File: src/rtl/pwm_pkg.sv
// Shared widths, duty types and the register-word unpacker for the robot PWM driver.
package pwm_pkg;

    localparam int NUM_CH = 4;
    localparam int DUTY_W = 8;
    localparam int WORD_W = NUM_CH * DUTY_W;

    typedef logic [DUTY_W-1:0] duty_t;
    typedef duty_t [NUM_CH-1:0] duty_arr_t;

    // Byte i of the CPU word is the duty of channel i.
    function automatic duty_arr_t unpack_word(input logic [WORD_W-1:0] word);
        duty_arr_t duties;
        for (int i = 0; i < NUM_CH; i++) begin
            duties[i] = word[i*DUTY_W +: DUTY_W];
        end
        return duties;
    endfunction

endpackage

File: src/rtl/pwm_timebase.sv
// Shared PWM timebase: prescaler plus period counter running 0..PERIOD-1.
// Flags the wrapping tick and the first clock of every period.
module pwm_timebase
    import pwm_pkg::*;
#(
    parameter int PRESCALE = 4,
    parameter int PERIOD   = 255
) (
    input  logic              clk,
    input  logic              nRst,
    input  logic              i_en,
    output logic              o_wrap,
    output logic              o_start,
    output logic [DUTY_W-1:0] o_cnt
);

    localparam int                PS_W     = (PRESCALE > 1) ? $clog2(PRESCALE) : 1;
    localparam logic [PS_W-1:0]   PS_LAST  = PS_W'(PRESCALE - 1);
    localparam logic [DUTY_W-1:0] CNT_LAST = DUTY_W'(PERIOD - 1);

    logic [PS_W-1:0]   r_presc;
    logic [DUTY_W-1:0] r_cnt;
    logic              w_tick;

    assign w_tick  = i_en && (r_presc == PS_LAST);
    assign o_wrap  = w_tick && (r_cnt == CNT_LAST);
    // Prescaler and counter are both zero exactly once per period while running.
    assign o_start = i_en && (r_presc == '0) && (r_cnt == '0);
    assign o_cnt   = r_cnt;

    always_ff @(posedge clk or negedge nRst) begin
        if (!nRst) begin
            r_presc <= '0;
            r_cnt   <= '0;
        end else if (!i_en) begin
            r_presc <= '0;
            r_cnt   <= '0;
        end else if (w_tick) begin
            // NOTE: non-blocking so the wrap test above sees the pre-edge count.
            r_presc <= '0;
            r_cnt   <= o_wrap ? '0 : r_cnt + DUTY_W'(1);
        end else begin
            r_presc <= r_presc + PS_W'(1);
        end
    end

endmodule

File: src/rtl/pwm_robot_driver.sv
// Four-channel PWM driver for the robot motor/servo pins, fed by the CPU PWM word.
// Duties are double-buffered and only change at period boundaries.
module pwm_robot_driver
    import pwm_pkg::*;
#(
    parameter int PRESCALE = 4,
    parameter int PERIOD   = 255
) (
    input  logic              clk,
    input  logic              nRst,
    input  logic [WORD_W-1:0] pwm_word,
    input  logic              en,
    output logic [NUM_CH-1:0] pwm_out,
    output logic              period_start,
    output logic [DUTY_W-1:0] cnt_dbg
);

    logic              r_en_q;
    logic              w_run;
    logic              w_wrap;
    logic              w_start;
    logic [DUTY_W-1:0] w_cnt;
    duty_arr_t         r_shadow;
    logic [NUM_CH-1:0] w_cmp;
    logic [NUM_CH-1:0] r_pwm_out;
    logic              r_period_start;

    // The first edge after reset or after en rises acts as a disabled edge, so the
    // shadow captures the live word before the first period starts.
    assign w_run = en & r_en_q;

    pwm_timebase #(
        .PRESCALE (PRESCALE),
        .PERIOD   (PERIOD)
    ) u_timebase (
        .clk     (clk),
        .nRst    (nRst),
        .i_en    (w_run),
        .o_wrap  (w_wrap),
        .o_start (w_start),
        .o_cnt   (w_cnt)
    );

    always_ff @(posedge clk or negedge nRst) begin
        if (!nRst) begin
            r_en_q   <= 1'b0;
            // NOTE: the shadow bank is reset like any flop; it is tiny and its value gates the pins.
            r_shadow <= '0;
        end else begin
            r_en_q <= en;
            if (!w_run || w_wrap) begin
                r_shadow <= unpack_word(pwm_word);
            end
        end
    end

    always_comb begin
        // NOTE: default first so no path leaves w_cmp unassigned and no latch is inferred.
        w_cmp = '0;
        for (int i = 0; i < NUM_CH; i++) begin
            w_cmp[i] = ({1'b0, w_cnt} < {1'b0, r_shadow[i]});
        end
    end

    always_ff @(posedge clk or negedge nRst) begin
        if (!nRst) begin
            r_pwm_out      <= '0;
            r_period_start <= 1'b0;
        end else begin
            r_pwm_out      <= w_run ? w_cmp : '0;
            r_period_start <= w_start;
        end
    end

    assign pwm_out      = r_pwm_out;
    assign period_start = r_period_start;
    assign cnt_dbg      = w_cnt;

endmodule
File: config.mk
export PLATFORM = sky130hd
export DESIGN_NAME = pwm_robot_driver
export DESIGN_NICKNAME = d
export VERILOG_FILES = /design/src/rtl/pwm_pkg.sv /design/src/rtl/pwm_timebase.sv /design/src/rtl/pwm_robot_driver.sv
export SDC_FILE = /design/constraint.sdc
export NUM_CORES = 1
export LEC_CHECK = 0
export CORE_ASPECT_RATIO = 2
export CORE_UTILIZATION = 52
export CTS_CLUSTER_SIZE = 14
export DETAILED_ROUTE_END_ITERATION = 8
export PLACE_DENSITY = 0.79
export RECOVER_POWER = 100
export SLEW_MARGIN = 20
export SYNTH_ARGS = -nofsm -noshare
export SYNTH_HDL_FRONTEND = slang
export SYNTH_SLANG_ARGS = --single-unit
File: constraint.sdc
create_clock -name clk -period 2.13 [get_ports clk]
set_input_delay 0.639 -clock clk [delete_from_list [all_inputs] [get_ports clk]]
set_output_delay 0.639 -clock clk [all_outputs]
set_load 0.005 [all_outputs]
==> results of run 1 <==
==> registers in the layout (all words and copies together) (netlist names) <==
register / cells
period_start: 1
r_en_q: 1
r_shadow: 32
pwm_out: 4
u_timebase.o_cnt: 8
u_timebase.r_presc: 2
==> how the worst max path moves through the flow <==
stage / to / slack, ns / cells after the start
after global routing: cnt_dbg[1] / 0.04 / 2
after detailed placement: r_shadow[7]$_DFFE_PN0P_ / -0.07 / 5
after floorplan: r_shadow[0]$_DFFE_PN0P_ / 0.23 / 7
after CTS: cnt_dbg[7] / 0.07 / 1
after global placement: r_shadow[6]$_DFFE_PN0P_ / -0.02 / 5
final: cnt_dbg[1] / 0.08 / 2
==> kinds of logic (layout without fill, tap and decap cells) <==
kind of cell / count (synthesis) / after routing / share of synthesized area (%)
AOI/OAI and AO/OA: 37 / 37 / 9.57
DFF: 48 / 48 / 44.6
and+or+nand+nor: 48 / 48 / 10.2
xor gates and xnor gates: 1 / 1 / 0.325
muxes: 32 / 32 / 13.4
buffers and inverters: 39 / 101 / 6.60
adders and majority gates: 33 / 33 / 15.3
==> through the flow <==
stage	setup WS [ns]	utilization (%)	instance area (µm²)	total power, µW
6_report	0.0810	68.9	3380	1830
5_1_grt	0.0427	68.9	3380	1910
4_1_cts	0.0743	69.2	3400	1860
3_5_place_dp	-0.0684	67.2	3300	1280
3_3_place_gp	-0.0156	67.2	3300	1260
2_1_floorplan	0.233	-	2690	1140
==> critical path, stage by stage (launching register included) <==
cell	delay (ns)
dfrtp_1	0.36
clkbuf_4	0.22
clkdlybuf4s50_1	0.52
==> layout make-up <==
| type | count | area share [%] |
|---|---|---|
| Clock inverter | 2 | 0.444 |
| Timing Repair Buffer | 60 | 17.1 |
| Multi-Input combinational cell | 151 | 38.6 |
| Clock buffer | 6 | 2.44 |
| Inverter | 33 | 3.66 |
| Tap cell | 57 | 2.11 |
| Sequential cell | 48 | 35.6 |
==> synthesized netlist by cell type, types with 4 or more instances <==
cell / count
o21ai_0: 6
a31oi_1: 6
ha_1: 33
buf_6: 4
nand3_1: 8
mux2_1: 6
inv_1: 33
nand2b_1: 6
mux2_2: 26
nand2_1: 9
and3_1: 5
a21oi_1: 10
dfrtp_1: 48
==> report_power, final <==
group / switching [µW] / internal, µW / total (µW)
sequential: 28.2 / 969 / 997
combinational: 104 / 151 / 255
clock: 316 / 263 / 579
==> routing by layer <==
metal  GRT usage (%)  wire length [µm]  vias to the layer above
li1                -                 -                      959
met3            4.55               202                       11
met2            40.9              3170                       47
met5               0                 0                        -
met1            24.9              2000                     1010
met4            9.02               118                        0
==> what timing repair did <==
item                       in CTS  in global routing
setup endpoints to repair       1                  0
gates resized for setup         1                  0
buffers inserted                0                  0
==> results.toml, run 1 <==
[status]
status = "finished, final reports clean"

[critical_path]
ff2ff_path_depth = 5
arrival_ns = 1.41
setup.worst_path.start = "u_timebase.o_cnt[1]$_DFFE_PN0P_"
reg2reg_slack_ns = 0.17
cp-start-kind = "flip-flop"
crit_type = "reg2out"
r2r-start = "u_timebase.r_presc[0]$_DFF_PN0_"
reg2reg_to = "r_shadow[25]$_DFFE_PN0P_"
crit_required_ns = 1.49
crit_fanout = 9
end_kind = "output pin"

[yosys]
synth.avg_cell_area_um2 = 11.3
syn_area_um2 = 2690
yosysSeqAreaShare_pct = 44.6
ys_ff_latch = 48
synthTopCellsByArea = "dfrtp_1 (45%), ha_1 (15%), mux2_2 (11%)"
synth_top_area_share_pct = 44.6
ys_async_sr_fraction_pct = 100
syn_nets = 306
syn_inst = 238
ys_warn_count = 0
synth-edff-count = 0
synth_cell_types = 36
synthFlopType = "dfrtp_1"
synth_area_leader_cell = "dfrtp_1"

[sta]
hold_viol = 0
rsz0062_at_grt = "false"
final-setup-viol-count = 0
fmax_mhz = 488
skew_ns = 0.0125
drv_slew = 0
slew_headroom_pct = 22.0
tightest_slew_ns = 1.17
whs_ns = 0.466
period_needed_ns = 2.05
fin_setup_tns_ns = 0
finalCritPeriodShare_pct = 96.2

[detailed_routing]
routedWlPerCell_um = 15.4
route.detailed.drc = 0
postRouteAntennaNets = 0
drtPass1Iterations = 4
vias = 2027
drtIter0Drc = 36
drt_wl_total_um = 5490
via_per_inst = 5.68

[floorplanning]
initial_utilization_pct = 54.9
core_um2 = 4910
die_x_um = 52.9
ios = 48
fp.dieH_um = 104
rows = 36
dieArea_um2 = 5490

[final_layout]
fillers = 384
final_cell_mix = "dfrtp_1 (47), clkdlybuf4s50_1 (36), inv_1 (33), ha_1 (33), mux2_2 (26)"
final_cells = 357
final_common_cell = "dfrtp_1"
multi_input_area_um2 = 1310
seq_area_um2 = 1200
diodes = 0
nets = 367
drive_gt1_share_pct = 17.0
area_growth_pct = 25.5

[power]
p_leak_uw = 0.00160
peakVddDrop_mv = 0.565
powerDensity_nw_per_um2 = 542

[flow_run]
max_cap_viol_count = 0

[hold_path]
whs_endpoint = "u_timebase.r_presc[0]$_DFF_PN0_"
hp-start = "u_timebase.r_presc[0]$_DFF_PN0_"
worstHoldPathCells = 1
hold_path.class = "reg2reg"

[grt]
grt_pass1_wl_um = 9330
grt_start_max_net_pins = 49
antenna_found_initial = 0
overflow = 0
grt_util_all_layers_pct = 22.9
grt_pass1_vias = 2106

[placement]
dp_hpwl_um = 4090
portBuffers = 47
dp_cells = 349
routabilityCongestion = 0.791

[clock_tree]
root_buffer = "clkbuf_8"
clk_pin_slew_worst_paths_ns = 0.09
clk_latency_ns = 0.31
cts_buffers = 5
clock_sinks = 48
htreeDepth = 2
clock_path_buffers = 2
cts_hold_buf = 0
cts_tree = "yes"
(Power assumes the default switching activity.)
==> run 2: changes to the inputs <==
--- a/config.mk
+++ b/config.mk
@@ -11,6 +11,7 @@
 export DETAILED_ROUTE_END_ITERATION = 8
 export PLACE_DENSITY = 0.79
 export RECOVER_POWER = 100
+export SKIP_CTS_REPAIR_TIMING = 1
 export SLEW_MARGIN = 20
 export SYNTH_ARGS = -nofsm -noshare
 export SYNTH_HDL_FRONTEND = slang
==> results of run 2 <==
Same layout as run 1: the final DEF is identical, and so are final timing and power.
